--- src/rtl/dmp_pkg.sv ---
// CSR selector encodings and domain-switch FSM states for dmp_cfg_regs.
package dmp_pkg;

    localparam logic [1:0] SEL_PMPADDR = 2'd0;
    localparam logic [1:0] SEL_PMPCFG  = 2'd1;
    localparam logic [1:0] SEL_DMPCFG  = 2'd2;
    localparam logic [1:0] SEL_EXPDOM  = 2'd3;

    typedef enum logic [1:0] {
        ST_IDLE,
        ST_DRAIN,
        ST_SWITCH
    } dsw_state_t;

    // R=0 with W=1 is a reserved pmpcfg permission encoding.
    function automatic logic cfg_is_reserved(input logic [7:0] cfg);
        return (cfg[1:0] == 2'b10);
    endfunction

endpackage

--- src/rtl/riscv_pkg.sv ---
// RISC-V PMP/DMP configuration types shared by the config stage and the checker.
package riscv_pkg;

    typedef enum logic [1:0] {
        OFF   = 2'b00,
        TOR   = 2'b01,
        NA4   = 2'b10,
        NAPOT = 2'b11
    } pmp_addr_mode_t;

    typedef struct packed {
        logic x;
        logic w;
        logic r;
    } pmpcfg_access_t;

    typedef struct packed {
        logic           locked;
        logic [1:0]     reserved;
        pmp_addr_mode_t addr_mode;
        pmpcfg_access_t access_type;
    } pmpcfg_t;

    typedef enum logic [1:0] {
        DOM0 = 2'd0,
        DOM1 = 2'd1,
        DOM2 = 2'd2,
        DOMI = 2'd3
    } dmp_domain_t;

    typedef struct packed {
        dmp_domain_t domain;
    } dmpcfg_t;

endpackage

--- src/rtl/dmp_outstanding_cnt.sv ---
// Saturating up/down count of in-flight memory accesses, with a zero flag.
module dmp_outstanding_cnt #(
    parameter int CNT_W = 4
) (
    input  logic clk_i,
    input  logic rst_i,
    input  logic inc_i,
    input  logic dec_i,
    output logic zero_o
);

    logic [CNT_W-1:0] cnt_q;

    always_ff @(posedge clk_i) begin
        if (rst_i) begin
            cnt_q <= '0;
        end else if (inc_i && !dec_i && (cnt_q != {CNT_W{1'b1}})) begin
            cnt_q <= cnt_q + 1'b1;
        end else if (dec_i && !inc_i && (cnt_q != '0)) begin
            cnt_q <= cnt_q - 1'b1;
        end
    end

    assign zero_o = (cnt_q == '0);

endmodule

--- src/rtl/dmp_cfg_regs.sv ---
// PMP/DMP config registers and sequenced execution-domain switch.
// Optional drain timeout enabled by defining DMP_DRAIN_TIMEOUT_EN.
module dmp_cfg_regs
    import riscv_pkg::*;
    import dmp_pkg::*;
#(
    parameter int NR_ENTRIES = 1,
    parameter int PMP_LEN    = 13,
    parameter int CNT_W      = 4
`ifdef DMP_DRAIN_TIMEOUT_EN
    , parameter int TIMEOUT  = 255
`endif
) (
    input  logic                                  clk_i,
    input  logic                                  rst_i,
    input  logic                                  csr_valid_i,
    input  logic                                  csr_we_i,
    input  logic [1:0]                            csr_sel_i,
    input  logic [$clog2(NR_ENTRIES > 1 ? NR_ENTRIES : 2)-1:0] csr_idx_i,
    input  logic [PMP_LEN-1:0]                    csr_wdata_i,
    output logic                                  csr_ready_o,
    output logic [PMP_LEN-1:0]                    csr_rdata_o,
    output logic                                  csr_rvalid_o,
    output logic                                  csr_err_o,
    input  logic                                  dsw_valid_i,
    input  dmp_domain_t                           dsw_dom_i,
    output logic                                  dsw_ready_o,
`ifdef DMP_DRAIN_TIMEOUT_EN
    output logic                                  dsw_timeout_o,
`endif
    input  logic                                  mem_req_i,
    input  logic                                  mem_rsp_i,
    output logic [NR_ENTRIES*PMP_LEN-1:0]         conf_addr_o,
    output pmpcfg_t [NR_ENTRIES-1:0]              pmpconf_o,
    output dmpcfg_t [NR_ENTRIES-1:0]              dmpconf_o,
    output dmp_domain_t                           expdom_o
);

    dsw_state_t          state_q, state_d;
    dmp_domain_t         expdom_q, dom_q;
    logic [PMP_LEN-1:0]  addr_q [NR_ENTRIES];
    pmpcfg_t             cfg_q  [NR_ENTRIES];
    dmpcfg_t             dmp_q  [NR_ENTRIES];
    logic [NR_ENTRIES-1:0] tor_lock;
    logic [PMP_LEN-1:0]  rd_val;
    logic                idx_ok, wr_block, err_c, accept;
    logic                cnt_zero, drain_done, timeout_hit;

    dmp_outstanding_cnt #(.CNT_W(CNT_W)) u_cnt (
        .clk_i (clk_i),
        .rst_i (rst_i),
        .inc_i (mem_req_i),
        .dec_i (mem_rsp_i),
        .zero_o(cnt_zero)
    );

    // A locked TOR entry also protects the pmpaddr below it, since that is its base.
    always_comb begin
        tor_lock = '0;
        for (int i = 0; i < NR_ENTRIES - 1; i++) begin
            tor_lock[i] = cfg_q[i+1].locked && (cfg_q[i+1].addr_mode == TOR);
        end
    end

    always_comb begin
        idx_ok   = (int'(csr_idx_i) < NR_ENTRIES);
        rd_val   = '0;
        wr_block = 1'b0;
        if (idx_ok) begin
            case (csr_sel_i)
                SEL_PMPADDR: begin
                    rd_val   = addr_q[csr_idx_i];
                    wr_block = cfg_q[csr_idx_i].locked || tor_lock[csr_idx_i];
                end
                SEL_PMPCFG: begin
                    rd_val   = {{(PMP_LEN-8){1'b0}}, cfg_q[csr_idx_i]};
                    wr_block = cfg_q[csr_idx_i].locked || cfg_is_reserved(csr_wdata_i[7:0]);
                end
                SEL_DMPCFG: begin
                    rd_val   = {{(PMP_LEN-2){1'b0}}, dmp_q[csr_idx_i]};
                    wr_block = cfg_q[csr_idx_i].locked;
                end
                default: begin
                    rd_val   = {{(PMP_LEN-2){1'b0}}, expdom_q};
                    wr_block = 1'b1;
                end
            endcase
        end
        err_c = !idx_ok || (csr_we_i && wr_block);
    end

    assign csr_ready_o = (state_q != ST_SWITCH);
    assign accept      = csr_valid_i && csr_ready_o;

    always_ff @(posedge clk_i) begin
        if (rst_i) begin
            for (int i = 0; i < NR_ENTRIES; i++) begin
                addr_q[i] <= '0;
                cfg_q[i]  <= '0;
                dmp_q[i]  <= '{domain: DOMI};
            end
            csr_rvalid_o <= 1'b0;
            csr_err_o    <= 1'b0;
            csr_rdata_o  <= '0;
        end else begin
            if (accept && csr_we_i && !err_c) begin
                case (csr_sel_i)
                    SEL_PMPADDR: addr_q[csr_idx_i] <= csr_wdata_i;
                    SEL_PMPCFG:  cfg_q[csr_idx_i]  <= pmpcfg_t'(csr_wdata_i[7:0]);
                    SEL_DMPCFG:  dmp_q[csr_idx_i]  <= '{domain: dmp_domain_t'(csr_wdata_i[1:0])};
                    default: ;
                endcase
            end
            csr_rvalid_o <= accept;
            csr_err_o    <= accept && err_c;
            csr_rdata_o  <= (accept && !csr_we_i) ? rd_val : '0;
        end
    end

    assign drain_done = cnt_zero && !mem_req_i;

`ifdef DMP_DRAIN_TIMEOUT_EN
    localparam int TMR_W = (TIMEOUT > 1) ? $clog2(TIMEOUT + 1) : 1;
    logic [TMR_W-1:0] tmr_q;
    logic             to_q;

    assign timeout_hit   = (state_q == ST_DRAIN) && !drain_done && (tmr_q == TMR_W'(TIMEOUT - 1));
    assign dsw_timeout_o = (state_q == ST_SWITCH) && to_q;

    // to_q remembers why DRAIN was left so the flag lines up with dsw_ready_o.
    always_ff @(posedge clk_i) begin
        if (rst_i) begin
            tmr_q <= '0;
            to_q  <= 1'b0;
        end else begin
            tmr_q <= (state_q == ST_DRAIN) ? tmr_q + 1'b1 : '0;
            if (state_q == ST_DRAIN) begin
                to_q <= timeout_hit;
            end else if (state_q != ST_SWITCH) begin
                to_q <= 1'b0;
            end
        end
    end
`else
    assign timeout_hit = 1'b0;
`endif

    always_comb begin
        state_d = state_q;
        case (state_q)
            ST_IDLE: begin
                if (dsw_valid_i) begin
                    state_d = (dsw_dom_i == expdom_q) ? ST_SWITCH : ST_DRAIN;
                end
            end
            ST_DRAIN: begin
                if (drain_done || timeout_hit) begin
                    state_d = ST_SWITCH;
                end
            end
            ST_SWITCH: state_d = ST_IDLE;
            default:   state_d = ST_IDLE;
        endcase
    end

    always_ff @(posedge clk_i) begin
        if (rst_i) begin
            state_q  <= ST_IDLE;
            dom_q    <= DOMI;
            expdom_q <= DOMI;
        end else begin
            state_q <= state_d;
            if (state_q == ST_IDLE && dsw_valid_i) begin
                dom_q <= dsw_dom_i;
            end
            if (state_q == ST_SWITCH) begin
                expdom_q <= dom_q;
            end
        end
    end

    assign dsw_ready_o = (state_q == ST_SWITCH);
    assign expdom_o    = expdom_q;

    for (genvar g = 0; g < NR_ENTRIES; g++) begin : g_out
        assign conf_addr_o[g*PMP_LEN +: PMP_LEN] = addr_q[g];
        assign pmpconf_o[g]                      = cfg_q[g];
        assign dmpconf_o[g]                      = dmp_q[g];
    end

endmodule
--- config.mk ---
export PLATFORM = sky130hd
export DESIGN_NAME = dmp_cfg_regs
export DESIGN_NICKNAME = d
export VERILOG_FILES = /design/src/rtl/dmp_pkg.sv /design/src/rtl/riscv_pkg.sv /design/src/rtl/dmp_outstanding_cnt.sv /design/src/rtl/dmp_cfg_regs.sv
export SDC_FILE = /design/constraint.sdc
export NUM_CORES = 1
export LEC_CHECK = 0
export ABC_AREA = 0
export CAP_MARGIN = 20
export CELL_PAD_IN_SITES_DETAIL_PLACEMENT = 0
export CELL_PAD_IN_SITES_GLOBAL_PLACEMENT = 1
export CORE_MARGIN = 10
export CORE_UTILIZATION = 35
export CTS_CLUSTER_SIZE = 30
export DETAILED_ROUTE_END_ITERATION = 8
export GPL_TIMING_DRIVEN = 0
export PLACE_DENSITY = 0.75
export SYNTH_ARGS = -nofsm -noshare
export SYNTH_HDL_FRONTEND = slang
export SYNTH_SLANG_ARGS = --single-unit
--- constraint.sdc ---
create_clock -name clk_i -period 3 [get_ports clk_i]
set_input_delay 0.3 -clock clk_i [delete_from_list [all_inputs] [get_ports clk_i]]
set_output_delay 0.3 -clock clk_i [all_outputs]
set_load 0.005 [all_outputs]
==> results of run 1 <==
==> metrics by stage <==
step	hold slack, ns	instances	total power, mW
floorplan	0.4179	170	0.8918
global placement	0.4443	308	1.003
detailed placement	0.4562	308	1.006
CTS	0.4787	316	1.364
global route	0.4934	316	1.418
finish	0.4712	316	1.347
==> placed cells by master (no fill, tap or decap), types with 4 or more instances in the layout <==
cell type	Yosys	final
clkbuf_1	3	5
and2_1	7	7
nor2b_1	9	9
a211o_1	4	4
dfxtp_1	25	25
mux2i_1	8	8
clkdlybuf4s50_1	0	66
nand2_1	6	6
nand2b_1	8	8
nor3b_1	6	6
edfxtp_1	23	23
xnor2_1	4	4
nor3b_2	4	4
clkbuf_8	0	5
nor2_1	27	27
==> worst reg2reg max path, delay by kind of cell (launching register included) <==
family,cells,cell delay [ns]
AND/OR/NAND/NOR,4,1.23
flip-flops,1,0.39
buffers and inverters,2,0.31
==> path summary, 6_finish.rpt <==
path,start,endpoint,slack [ns],depth (start not counted)
worst max register to register,state_q[0],addr_q[0][3],0.70,6
worst max-delay path,csr_sel_i[0],cfg_q[0][3],0.68,5
worst min-delay path,dom_q[0],expdom_o[0],0.47,1
worst min register to register,dom_q[0],expdom_o[0],0.47,1
==> layout make-up <==
class	instances	area [sq um]	share of cell area
Tap cell	72	90.09	0.03130
Timing Repair Buffer	66	660.6	0.2296
Inverter	2	7.507	0.002609
Buffer	8	47.55	0.01652
Sequential cell	48	1191	0.4139
Clock buffer	7	76.32	0.02652
Clock inverter	1	3.754	0.001304
Multi-Input combinational cell	112	800.8	0.2783
==> flip-flops by register name (all words and copies together) (netlist names) <==
| signal | count |
|---|---|
| csr_rdata_o | 13 |
| expdom_o | 2 |
| dmp_q | 2 |
| csr_err_o | 1 |
| csr_rvalid_o | 1 |
| dom_q | 2 |
| cfg_q | 8 |
| u_cnt.cnt_q | 4 |
| addr_q | 13 |
| state_q | 2 |
==> kinds of logic (layout without fill, tap and decap cells) <==
logic type,count (synthesis),count (layout),synth area share
adder cells (fa/ha/maj),3,3,0.02200
AO/OA/AOI/OAI,14,14,0.05012
multiplexers,11,11,0.06663
flip-flops,48,48,0.5819
AND/OR/NAND/NOR,80,80,0.2353
buffers and inverters,10,84,0.02689
XOR/XNOR,4,4,0.01711
==> power by group through the flow <==
stage	combinational, mW	clock [mW]	sequential [mW]
3_5_place_dp	0.238	0	0.767
3_3_place_gp	0.237	0	0.766
2_1_floorplan	0.130	0	0.762
4_1_cts	0.240	0.372	0.752
6_report	0.235	0.361	0.752
5_1_grt	0.260	0.399	0.759
==> metal layers <==
layer  part of all wire  vias up  wire length, um
met1               0.40      691             1984
li1                   -      741                -
met5                  0        -                0
met3              0.064        7              318
met4              0.022        0              108
met2               0.51       38             2554
==> cells in the mapped netlist (3+ instances only) <==
master / instances / area, sq um
nor3b_1: 6 / 45.04
dfxtp_1: 25 / 500.5
nand2b_1: 8 / 50.05
edfxtp_1: 23 / 690.7
xnor2_1: 4 / 35.03
nor2_1: 27 / 101.4
clkbuf_1: 3 / 11.26
nor2b_1: 9 / 56.30
mux2i_1: 8 / 80.08
nand2_1: 6 / 22.52
nor3b_2: 4 / 50.05
and2_1: 7 / 43.79
a211o_1: 4 / 35.03
==> metrics.txt, run 1 <==
# TYPE chip_impl_metric gauge
chip_impl_info{name="run_status",value="complete, no violations"} 1
chip_impl_info{name="criticalPathCategory",value="in2reg"} 1
chip_impl_metric{name="via_per_inst",unit=""} 4.674
chip_impl_metric{name="effective_utilization_at_floorplan",unit=""} 0.3672
chip_impl_info{name="cp_cell_sequence",value="clkdlybuf4s50_1, buf_2, nor2b_1, nand4b_1, nand2b_1"} 1
chip_impl_metric{name="max_slew_margin",unit=""} 0.6026
chip_impl_metric{name="syn_nets",unit=""} 198
chip_impl_info{name="tritoncts",value="built"} 1
chip_impl_metric{name="synth_async_sr_flop_share",unit=""} 0
chip_impl_metric{name="finalWorstPathRequiredPeriod",unit="ns"} 2.321
chip_impl_metric{name="setup_tns",unit="ns"} 0
chip_impl_metric{name="boundaryPins",unit=""} 67
chip_impl_metric{name="globalRouteMet1Util",unit=""} 0.1170
chip_impl_metric{name="static-leakage-power",unit="nW"} 1.049
chip_impl_metric{name="netlist-cell-type-count",unit=""} 39
chip_impl_metric{name="numClockSinks",unit=""} 48
chip_impl_metric{name="net_switching_power_of_the_design",unit="mW"} 0.3241
chip_impl_metric{name="drt_pass1_iterations",unit=""} 4
chip_impl_info{name="worst_setup_path_start_kind",value="input pin"} 1
chip_impl_metric{name="cts-resized-gates",unit=""} 0
chip_impl_metric{name="dpl-instance-area",unit="sq um"} 2798
chip_impl_metric{name="worst-path-buf-inv",unit=""} 2
chip_impl_metric{name="grt_pass1_vias",unit=""} 1477
chip_impl_metric{name="detail-route-antenna-nets",unit=""} 0
chip_impl_metric{name="antenna_cells",unit=""} 0
chip_impl_metric{name="drt_drc_violations_left",unit=""} 0
chip_impl_metric{name="detail_routed_net_length_per_standard_cell",unit="um"} 15.72
chip_impl_metric{name="drv_slew",unit=""} 0
chip_impl_metric{name="max_vdd_drop",unit="uV"} 199.1
chip_impl_metric{name="timing.fmax",unit="MHz"} 430.9
chip_impl_metric{name="placeable_core_region",unit="sq um"} 5574
chip_impl_metric{name="detail_route.wirelength",unit="mm"} 4.966
chip_impl_metric{name="final_min_period_over_clock_period",unit=""} 0.7736
chip_impl_metric{name="drt_iter0_markers",unit=""} 46
chip_impl_metric{name="grt_antenna_before_repair",unit=""} 0
chip_impl_metric{name="globalRouteTotalUtil",unit=""} 0.1073
chip_impl_metric{name="grtUsageMet2",unit=""} 0.1904
chip_impl_metric{name="clock_tree.buffer_depth",unit=""} 2
chip_impl_metric{name="sequentialPowerShare",unit=""} 0.558
chip_impl_metric{name="internal_dissipation",unit="mW"} 1.023
chip_impl_metric{name="ys_ff_latch",unit=""} 48
chip_impl_metric{name="flow.area_growth_from_synthesis",unit="%"} 40.59
chip_impl_metric{name="critical_path.max_fanout",unit=""} 10
chip_impl_metric{name="die_area",unit="sq um"} 9307
chip_impl_metric{name="final_layout_size_suffix_gt1_frac",unit=""} 0.08197
chip_impl_metric{name="combPwrFrac",unit=""} 0.174
chip_impl_info{name="rsz_0062_raised_after_global_routing",value="no"} 1
chip_impl_metric{name="hold_viol_final",unit=""} 0
chip_impl_metric{name="worst_skew_pair.late_latency",unit="ns"} 0.30
chip_impl_metric{name="synth_enable_flop_cells",unit=""} 23
chip_impl_metric{name="detailroute.via_count",unit=""} 1477
chip_impl_metric{name="sw_frac_of_total",unit=""} 0.2406
chip_impl_info{name="root_buffer",value="clkbuf_8"} 1
chip_impl_metric{name="timing.final.setup_violations",unit=""} 0
chip_impl_metric{name="dp_worst_setup_slack",unit="ns"} 0.3436
chip_impl_metric{name="maximum_capacitance_violations",unit=""} 0
chip_impl_metric{name="final_cell_area",unit="sq um"} 2878
chip_impl_info{name="crit_path_end_kind",value="flip-flop"} 1
chip_impl_metric{name="cts_post_setup_buffers_inserted",unit=""} 0
chip_impl_info{name="grt_busiest_layer",value="met2"} 1
chip_impl_metric{name="nNetsFinal",unit=""} 271
chip_impl_metric{name="pwr-share-clk",unit=""} 0.268
chip_impl_metric{name="synthCells",unit=""} 170
chip_impl_metric{name="die_width",unit="um"} 96.48
chip_impl_metric{name="grt_first_pass_wirelength",unit="mm"} 7.569
chip_impl_info{name="largest_delay_share_family_worst_path",value="simple AND/OR/NAND/NOR gates"} 1
chip_impl_metric{name="die_h",unit="um"} 96.48
chip_impl_metric{name="utilization",unit=""} 0.5163
chip_impl_metric{name="syn-cell-area",unit="sq um"} 2047
chip_impl_metric{name="ys_warns",unit=""} 0
chip_impl_metric{name="cts_inserted_buffers",unit=""} 5
chip_impl_metric{name="port_buffers",unit=""} 66
chip_impl_metric{name="layout_setup_ws",unit="ns"} 0.6791
chip_impl_metric{name="timing_worst_slew_pin_value",unit="ns"} 0.5961
chip_impl_metric{name="cts-htree-levels",unit=""} 2
chip_impl_metric{name="fin_skew",unit="ns"} 0.008023
chip_impl_info{name="ys.flop_type",value="dfxtp_1"} 1
chip_impl_metric{name="gr-usage-met3",unit=""} 0.02544
chip_impl_metric{name="power_per_cell_area",unit="nW/um^2"} 468.0
chip_impl_info{name="critical_path_cell_with_the_highest_stage_delay",value="clkdlybuf4s50_1"} 1
chip_impl_metric{name="worst_path_largest_cell_delay",unit="ns"} 0.59
chip_impl_metric{name="synthesis.area_per_instance",unit="sq um"} 12.04
chip_impl_metric{name="ys_seq_area_frac",unit=""} 0.5819
chip_impl_metric{name="pin_count_of_the_biggest_net_entering_global_routing",unit=""} 14
chip_impl_metric{name="weighted_congestion_reported_at_the_end_of_routability_driven_placement",unit=""} 0.7636
chip_impl_metric{name="fp-row-count",unit=""} 27
chip_impl_metric{name="crit_required",unit="ns"} 2.95
chip_impl_metric{name="critPathArrivalTime",unit="ns"} 2.27
chip_impl_metric{name="gr-total-overflow",unit=""} 0
chip_impl_metric{name="hold_buffers",unit=""} 0
chip_impl_metric{name="clock_slew_at_the_register_clock_pins_of_the_worst_setup_and_hold_paths",unit="ns"} 0.08
chip_impl_metric{name="detailedPlacementHpwl",unit="mm"} 3.972
chip_impl_metric{name="final_layout_fill_cell_count",unit=""} 517
chip_impl_info{name="min-delay-path-class",value="reg2reg"} 1
(Power assumes the default switching activity.)
==> run 2, diff against run 1 <==
==> constraint.sdc (replaced) <==
create_clock -name clk_i -period 2.3 [get_ports clk_i]
set_input_delay 0.23 -clock clk_i [delete_from_list [all_inputs] [get_ports clk_i]]
set_output_delay 0.23 -clock clk_i [all_outputs]
set_load 0.005 [all_outputs]
==> metrics.txt, run 2 (same netlist as run 1, synthesis figures left out) <==
# TYPE chip_impl_metric gauge
chip_impl_metric{name="critPathArrivalTime",unit="ns"} 2.10
chip_impl_info{name="rr_startpoint",value="state_q[0]"} 1
chip_impl_metric{name="timing.fmax",unit="MHz"} 470.9
chip_impl_metric{name="internal_dissipation",unit="mW"} 1.334
chip_impl_metric{name="pin_count_of_the_biggest_net_entering_global_routing",unit=""} 14
chip_impl_info{name="timing.hold.worst_endpoint",value="expdom_o[0]"} 1
chip_impl_metric{name="die_h",unit="um"} 96.48
chip_impl_metric{name="placeable_core_region",unit="sq um"} 5574
chip_impl_metric{name="drt_iter0_markers",unit=""} 45
chip_impl_metric{name="die_width",unit="um"} 96.48
chip_impl_metric{name="numClockSinks",unit=""} 48
chip_impl_info{name="layout_commonest_cell",value="clkdlybuf4s50_1"} 1
chip_impl_metric{name="crit_required",unit="ns"} 2.27
chip_impl_info{name="min-delay-path-class",value="reg2reg"} 1
chip_impl_metric{name="net_switching_power_of_the_design",unit="mW"} 0.4209
chip_impl_info{name="cp_cell_sequence",value="clkdlybuf4s50_1, buf_2, nor2b_1, nand4b_1, nand2b_2"} 1
chip_impl_metric{name="via_per_inst",unit=""} 4.709
chip_impl_metric{name="maximum_capacitance_violations",unit=""} 0
chip_impl_metric{name="detailedPlacementHpwl",unit="mm"} 3.972
chip_impl_metric{name="nNetsFinal",unit=""} 271
chip_impl_info{name="root_buffer",value="clkbuf_8"} 1
chip_impl_metric{name="clock_slew_at_the_register_clock_pins_of_the_worst_setup_and_hold_paths",unit="ns"} 0.08
chip_impl_metric{name="gr-total-overflow",unit=""} 0
chip_impl_metric{name="drt_pass1_iterations",unit=""} 4
chip_impl_metric{name="max_slew_margin",unit=""} 0.6713
chip_impl_metric{name="grt_first_pass_wirelength",unit="mm"} 7.569
chip_impl_info{name="critical_path_cell_with_the_highest_stage_delay",value="clkdlybuf4s50_1"} 1
chip_impl_metric{name="cts_inserted_buffers",unit=""} 5
chip_impl_metric{name="combPwrFrac",unit=""} 0.175
chip_impl_metric{name="static-leakage-power",unit="nW"} 1.048
chip_impl_metric{name="grt_pass1_vias",unit=""} 1477
chip_impl_info{name="criticalPathCategory",value="in2reg"} 1
chip_impl_metric{name="worst_skew_pair.late_latency",unit="ns"} 0.30
chip_impl_metric{name="utilization",unit=""} 0.5169
chip_impl_metric{name="fin_skew",unit="ns"} 0.007793
chip_impl_metric{name="grt_antenna_before_repair",unit=""} 0
chip_impl_metric{name="pwr-share-clk",unit=""} 0.267
chip_impl_metric{name="drt_drc_violations_left",unit=""} 0
chip_impl_metric{name="detail_route.wirelength",unit="mm"} 4.970
chip_impl_metric{name="sw_frac_of_total",unit=""} 0.2398
chip_impl_metric{name="detail_routed_net_length_per_standard_cell",unit="um"} 15.73
chip_impl_metric{name="timing.final.setup_violations",unit=""} 0
chip_impl_info{name="worstReg2RegEnd",value="addr_q[0][7]"} 1
chip_impl_info{name="worst_setup_path_start_kind",value="input pin"} 1
chip_impl_metric{name="power_per_cell_area",unit="nW/um^2"} 609.1
chip_impl_metric{name="weighted_congestion_reported_at_the_end_of_routability_driven_placement",unit=""} 0.7636
chip_impl_metric{name="effective_utilization_at_floorplan",unit=""} 0.3672
chip_impl_info{name="layout_common_cells",value="clkdlybuf4s50_1 (66), nor2_1 (27), dfxtp_1 (25)"} 1
chip_impl_metric{name="fp-row-count",unit=""} 27
chip_impl_metric{name="globalRouteTotalUtil",unit=""} 0.1073
chip_impl_metric{name="flow.area_growth_from_synthesis",unit="%"} 40.77
chip_impl_info{name="min-delay-start",value="dom_q[0]"} 1
chip_impl_metric{name="timing_worst_slew_pin_value",unit="ns"} 0.4904
chip_impl_metric{name="finalWorstPathRequiredPeriod",unit="ns"} 2.124
chip_impl_info{name="crit_path_end_kind",value="flip-flop"} 1
chip_impl_metric{name="critical_path.max_fanout",unit=""} 10
chip_impl_metric{name="hold_ws",unit="ns"} 0.4712
chip_impl_metric{name="worst_path_largest_cell_delay",unit="ns"} 0.58
chip_impl_metric{name="final_min_period_over_clock_period",unit=""} 0.9233
chip_impl_info{name="tritoncts",value="built"} 1
chip_impl_metric{name="detailroute.via_count",unit=""} 1488
chip_impl_metric{name="setup_tns",unit="ns"} 0
chip_impl_metric{name="hold_viol_final",unit=""} 0
chip_impl_metric{name="hold_path_depth",unit=""} 1
chip_impl_metric{name="final_layout_fill_cell_count",unit=""} 515
chip_impl_metric{name="final_layout_size_suffix_gt1_frac",unit=""} 0.09016
chip_impl_metric{name="port_buffers",unit=""} 66
chip_impl_info{name="biggestRegsByFlops",value="addr_q x13, csr_rdata_o x13, cfg_q x8"} 1
chip_impl_metric{name="die_area",unit="sq um"} 9307
chip_impl_metric{name="drv_slew",unit=""} 0
chip_impl_info{name="rsz_0062_raised_after_global_routing",value="no"} 1
chip_impl_info{name="run_status",value="complete, no violations"} 1
chip_impl_metric{name="clock_tree.buffer_depth",unit=""} 2
chip_impl_metric{name="antenna_cells",unit=""} 0
chip_impl_metric{name="cts-htree-levels",unit=""} 2
chip_impl_metric{name="detail-route-antenna-nets",unit=""} 0
chip_impl_metric{name="reg2reg_setup_slack",unit="ns"} 0.21
chip_impl_metric{name="r2r.worst_path.cells",unit=""} 6
chip_impl_metric{name="max_vdd_drop",unit="uV"} 259.6
chip_impl_metric{name="sequentialPowerShare",unit=""} 0.559
chip_impl_metric{name="boundaryPins",unit=""} 67
-- run 2: cell types whose count changed in the layout (fill, tap and decap cells not counted) --
cell      before  now
nand2b_2       0    1
or2b_1         1    0
or2b_2         0    1
nand2b_1       8    7
-- run 2: metrics by stage --
step	std cells	setup slack [ns]	area (sq um)	total power [mW]
finish	316	0.1763	2882	1.755
floorplan	170	0.3492	2047	1.163
CTS	316	0.02391	2879	1.779
detailed placement	308	-0.2864	2798	1.312
global route	316	0.009502	2882	1.850
global placement	308	-0.3326	2798	1.308
-- run 2: repair_timing --
action / in CTS / in global routing
endpoints found under the setup margin: 2 / 8
setup buffers: 0 / 0
hold buffers: 0 / 0
gates resized for setup: 1 / 1
-- run 2: routing by layer --
metal  global-route usage  up-vias  routed length (um)
met1               0.1170      702                1985
met2               0.1904       38                2560
met5                    0        -                   0
met3              0.02544        7                 320
met4              0.05327        0                 104
li1                     -      741                   -
-- run 2: worst max-delay path, delay by kind of cell --
family                 cells  cell delay (ns)
buffers and inverters      2             0.89
AND/OR/NAND/NOR            3             0.97
-- run 2: worst max-delay path by stage --
stage	start	end	slack, ns	cells after the start
2_1_floorplan	state_q[0]	addr_q[0][0]	0.35	6
3_3_place_gp	csr_sel_i[0]	cfg_q[0][4]	-0.33	5
3_5_place_dp	csr_sel_i[0]	cfg_q[0][5]	-0.29	5
4_1_cts	csr_sel_i[0]	cfg_q[0][3]	0.02	5
5_1_grt	csr_sel_i[0]	cfg_q[0][3]	0.01	5
6_report	csr_sel_i[0]	cfg_q[0][3]	0.18	5
-- run 2: cell type report --
| class | instances | area (sq um) | share of cell area |
|---|---|---|---|
| clock inverters | 1 | 3.754 | 0.001303 |
| well taps | 72 | 90.09 | 0.03126 |
| multi-input cells | 112 | 804.5 | 0.2792 |
| clock buffers | 7 | 76.32 | 0.02649 |
| plain buffers | 8 | 47.55 | 0.01650 |
| repair buffers | 66 | 660.6 | 0.2293 |
| flip-flops and latches | 48 | 1191 | 0.4134 |
| inverters | 2 | 7.507 | 0.002605 |
-- run 2: power groups by stage --
stage | Combinational [mW] | Sequential [mW] | Clock (mW)
5_1_grt | 0.340 | 0.989 | 0.521
6_report | 0.307 | 0.980 | 0.468
3_5_place_dp | 0.311 | 1.00 | 0
3_3_place_gp | 0.309 | 0.999 | 0
2_1_floorplan | 0.170 | 0.993 | 0
4_1_cts | 0.313 | 0.981 | 0.485
==> run 3, diff against run 2 <==
--- a/config.mk
+++ b/config.mk
@@ -15,6 +15,8 @@
 export DETAILED_ROUTE_END_ITERATION = 8
 export GPL_TIMING_DRIVEN = 0
 export PLACE_DENSITY = 0.75
+export SKIP_CTS_REPAIR_TIMING = 1
 export SYNTH_ARGS = -nofsm -noshare
 export SYNTH_HDL_FRONTEND = slang
+export SYNTH_HIERARCHICAL = 1
 export SYNTH_SLANG_ARGS = --single-unit
==> metrics.txt, run 3 <==
# TYPE chip_impl_metric gauge
chip_impl_info{name="crit_path_end_kind",value="flip-flop"} 1
chip_impl_metric{name="multi_input_area",unit="sq um"} 840.8
chip_impl_metric{name="die_h",unit="um"} 96.92
chip_impl_info{name="cp-endpoint",value="cfg_q[0][4]"} 1
chip_impl_info{name="root_buffer",value="clkbuf_8"} 1
chip_impl_metric{name="globalRouteTotalUtil",unit=""} 0.1104
chip_impl_metric{name="via_per_inst",unit=""} 4.994
chip_impl_metric{name="timing.final.setup_violations",unit=""} 0
chip_impl_metric{name="detail_routed_net_length_per_standard_cell",unit="um"} 16.49
chip_impl_metric{name="syn-cell-area",unit="sq um"} 2071
chip_impl_info{name="tritoncts",value="built"} 1
chip_impl_metric{name="ys_warns",unit=""} 6
chip_impl_metric{name="boundaryPins",unit=""} 67
chip_impl_metric{name="setup_tns",unit="ns"} 0
chip_impl_info{name="critical_path_cell_with_the_highest_stage_delay",value="clkdlybuf4s50_1"} 1
chip_impl_metric{name="dpl-instance-area",unit="sq um"} 2835
chip_impl_metric{name="final_min_period_over_clock_period",unit=""} 0.9729
chip_impl_metric{name="static-leakage-power",unit="nW"} 1.088
chip_impl_metric{name="hold_viol_final",unit=""} 0
chip_impl_metric{name="grt_pass1_vias",unit=""} 1609
chip_impl_info{name="rsz_0062_raised_after_global_routing",value="no"} 1
chip_impl_metric{name="die_width",unit="um"} 96.92
chip_impl_info{name="layout_common_cells",value="clkdlybuf4s50_1 (65), edfxtp_1 (23), dfxtp_1 (23)"} 1
chip_impl_metric{name="power_per_cell_area",unit="nW/um^2"} 645.9
chip_impl_metric{name="fin_skew",unit="ns"} 0.006999
chip_impl_metric{name="nNetsFinal",unit=""} 280
chip_impl_metric{name="drt_drc_violations_left",unit=""} 0
chip_impl_metric{name="syn_nets",unit=""} 206
chip_impl_metric{name="synthCells",unit=""} 178
chip_impl_metric{name="timing.fmax",unit="MHz"} 446.9
chip_impl_metric{name="drt_iter0_markers",unit=""} 114
chip_impl_metric{name="synth_async_sr_flop_share",unit=""} 0
chip_impl_metric{name="port_buffers",unit=""} 65
chip_impl_metric{name="worst_skew_pair.late_latency",unit="ns"} 0.30
chip_impl_metric{name="ys_ff_latch",unit=""} 48
chip_impl_metric{name="critPathArrivalTime",unit="ns"} 2.25
chip_impl_info{name="ys.flop_type",value="dfxtp_1"} 1
chip_impl_metric{name="gr-total-overflow",unit=""} 0
chip_impl_metric{name="weighted_congestion_reported_at_the_end_of_routability_driven_placement",unit=""} 0.7682
chip_impl_info{name="layout_commonest_cell",value="clkdlybuf4s50_1"} 1
chip_impl_metric{name="drt_pass1_iterations",unit=""} 4
chip_impl_info{name="biggestRegsByFlops",value="addr_q x13, csr_rdata_o x13, cfg_q x8"} 1
chip_impl_metric{name="critical_path.max_fanout",unit=""} 9
chip_impl_info{name="run_status",value="complete, no violations"} 1
chip_impl_metric{name="final_layout_size_suffix_gt1_frac",unit=""} 0.1265
chip_impl_metric{name="detail-route-antenna-nets",unit=""} 0
chip_impl_metric{name="final_cell_area",unit="sq um"} 2968
chip_impl_info{name="worst_setup_path_start_kind",value="input pin"} 1
chip_impl_metric{name="grt_antenna_before_repair",unit=""} 0
chip_impl_metric{name="cts_inserted_buffers",unit=""} 5
chip_impl_metric{name="maximum_capacitance_violations",unit=""} 0
chip_impl_info{name="cp_cell_sequence",value="clkdlybuf4s50_1, nor2b_1, buf_2, nand4_1, o21ai_1, buf_4"} 1
chip_impl_metric{name="r2r.worst_path.cells",unit=""} 7
chip_impl_metric{name="ys_seq_area_frac",unit=""} 0.5752
chip_impl_metric{name="seqCellArea",unit="sq um"} 1194
chip_impl_metric{name="drv_slew",unit=""} 0
chip_impl_metric{name="detailroute.via_count",unit=""} 1623
chip_impl_metric{name="flow.area_growth_from_synthesis",unit="%"} 43.32
chip_impl_metric{name="synth_enable_flop_cells",unit=""} 23
chip_impl_metric{name="placeable_core_region",unit="sq um"} 5608
chip_impl_metric{name="netlist-cell-type-count",unit=""} 43
chip_impl_info{name="rr_startpoint",value="u_cnt/cnt_q[2]"} 1
chip_impl_info{name="min-delay-path-class",value="reg2reg"} 1
chip_impl_info{name="synth_commonest_cells",value="dfxtp_1 (25), edfxtp_1 (23), nand2_1 (17)"} 1
chip_impl_metric{name="finalWorstPathRequiredPeriod",unit="ns"} 2.238
chip_impl_info{name="worst_setup_path_startpoint",value="csr_sel_i[1]"} 1
chip_impl_metric{name="fin_cells",unit=""} 325
chip_impl_metric{name="antenna_cells",unit=""} 0
chip_impl_metric{name="die_area",unit="sq um"} 9393
chip_impl_metric{name="pin_count_of_the_biggest_net_entering_global_routing",unit=""} 16
chip_impl_info{name="worstReg2RegEnd",value="u_cnt/cnt_q[3]"} 1
chip_impl_metric{name="worst_path_largest_cell_delay",unit="ns"} 0.55
chip_impl_metric{name="effective_utilization_at_floorplan",unit=""} 0.3693
chip_impl_metric{name="numClockSinks",unit=""} 48
chip_impl_info{name="criticalPathCategory",value="in2reg"} 1
chip_impl_metric{name="max_vdd_drop",unit="uV"} 281.9
chip_impl_info{name="ys_top_cells_by_area",value="edfxtp_1 (33%), dfxtp_1 (24%), and3_1 (3.9%), nand2_1 (3.1%), nor2_1 (2.7%)"} 1
chip_impl_metric{name="detailedPlacementHpwl",unit="mm"} 4.186
chip_impl_metric{name="netlist.area_leader.share",unit=""} 0.3335
chip_impl_metric{name="fp-row-count",unit=""} 27
chip_impl_metric{name="max_slew_margin",unit=""} 0.5825
chip_impl_metric{name="hold_ws",unit="ns"} 0.4720
chip_impl_metric{name="reg2reg_setup_slack",unit="ns"} 0.10
chip_impl_info{name="synth.largest_area_cell",value="edfxtp_1"} 1
chip_impl_metric{name="crit_required",unit="ns"} 2.32
chip_impl_metric{name="detail_route.wirelength",unit="mm"} 5.360
chip_impl_metric{name="timing_worst_slew_pin_value",unit="ns"} 0.6211
chip_impl_metric{name="grt_first_pass_wirelength",unit="mm"} 8.431
chip_impl_metric{name="cts-htree-levels",unit=""} 2
chip_impl_metric{name="synthesis.area_per_instance",unit="sq um"} 11.63
chip_impl_metric{name="dpl.cell_count",unit=""} 317
chip_impl_metric{name="clock_slew_at_the_register_clock_pins_of_the_worst_setup_and_hold_paths",unit="ns"} 0.09
chip_impl_metric{name="final_layout_fill_cell_count",unit=""} 538
chip_impl_metric{name="clock_tree.buffer_depth",unit=""} 2
chip_impl_info{name="synth.most_common_cell",value="dfxtp_1"} 1
## run 3: layout make-up
type	instances	area share
buffer	9	0.01771
sequential	48	0.4022
tap	72	0.03035
clock inverter	3	0.01433
inverter	2	0.003373
clock buffer	5	0.02319
multi-input combinational	119	0.2833
timing repair buffer	67	0.2255
## run 3: cells by family (layout without fill, tap and decap cells)
| group | Yosys count | after routing | share of synthesized area |
|---|---|---|---|
| flip-flops | 48 | 48 | 0.5752 |
| adder cells (fa/ha/maj) | 3 | 3 | 0.02175 |
| AND/OR/NAND/NOR | 88 | 88 | 0.2477 |
| multiplexers | 6 | 6 | 0.04169 |
| buffers and inverters | 11 | 86 | 0.02961 |
| AO/OA/AOI/OAI | 18 | 18 | 0.06707 |
| XOR/XNOR | 4 | 4 | 0.01692 |
## run 3: critical path: cells and delay by family
| kind | cells | cell delay (ns) |
|---|---|---|
| buffers and inverters | 3 | 0.99 |
| AOI/OAI and AO/OA | 1 | 0.48 |
| and+or+nand+nor | 2 | 0.56 |
## run 3: where the power goes
group	leakage, nW	switching (mW)	internal, mW
clock	0.0541	0.276	0.322
combinational	0.598	0.151	0.182
sequential	0.435	0.0473	0.939
total	1.09	0.474	1.44
## run 3: through the flow
stage          setup WS, ns  utilization  power (mW)
2_1_floorplan        0.2130            -       1.177
3_5_place_dp        -0.4159       0.5056       1.328
4_1_cts            -0.09085       0.5254       1.923
6_report            0.06244       0.5292       1.917
3_3_place_gp        -0.7360       0.5022       1.321
5_1_grt            0.006142       0.5292       2.007
## run 3: worst min path at each step
stage                         from              to  depth (start not counted)  slack [ns]
final                     dom_q[1]     expdom_o[1]                          2        0.47
after global routing      dom_q[1]     expdom_o[1]                          2        0.50
after CTS                 dom_q[1]     expdom_o[1]                          2        0.48
after detailed placement  dom_q[1]     expdom_o[1]                          2        0.47
after global placement    dom_q[0]     expdom_o[0]                          2        0.46
after floorplan              rst_i  u_cnt/cnt_q[0]                          1        0.30
## run 3: metal layers
layer  global-route usage  part of all wire  up-vias
met5                    0                 0        -
met4              0.04510             0.016        0
met3              0.03762             0.061        7
met2               0.1656              0.44       52
met1               0.1408              0.48      761
li1                     -                 -      803
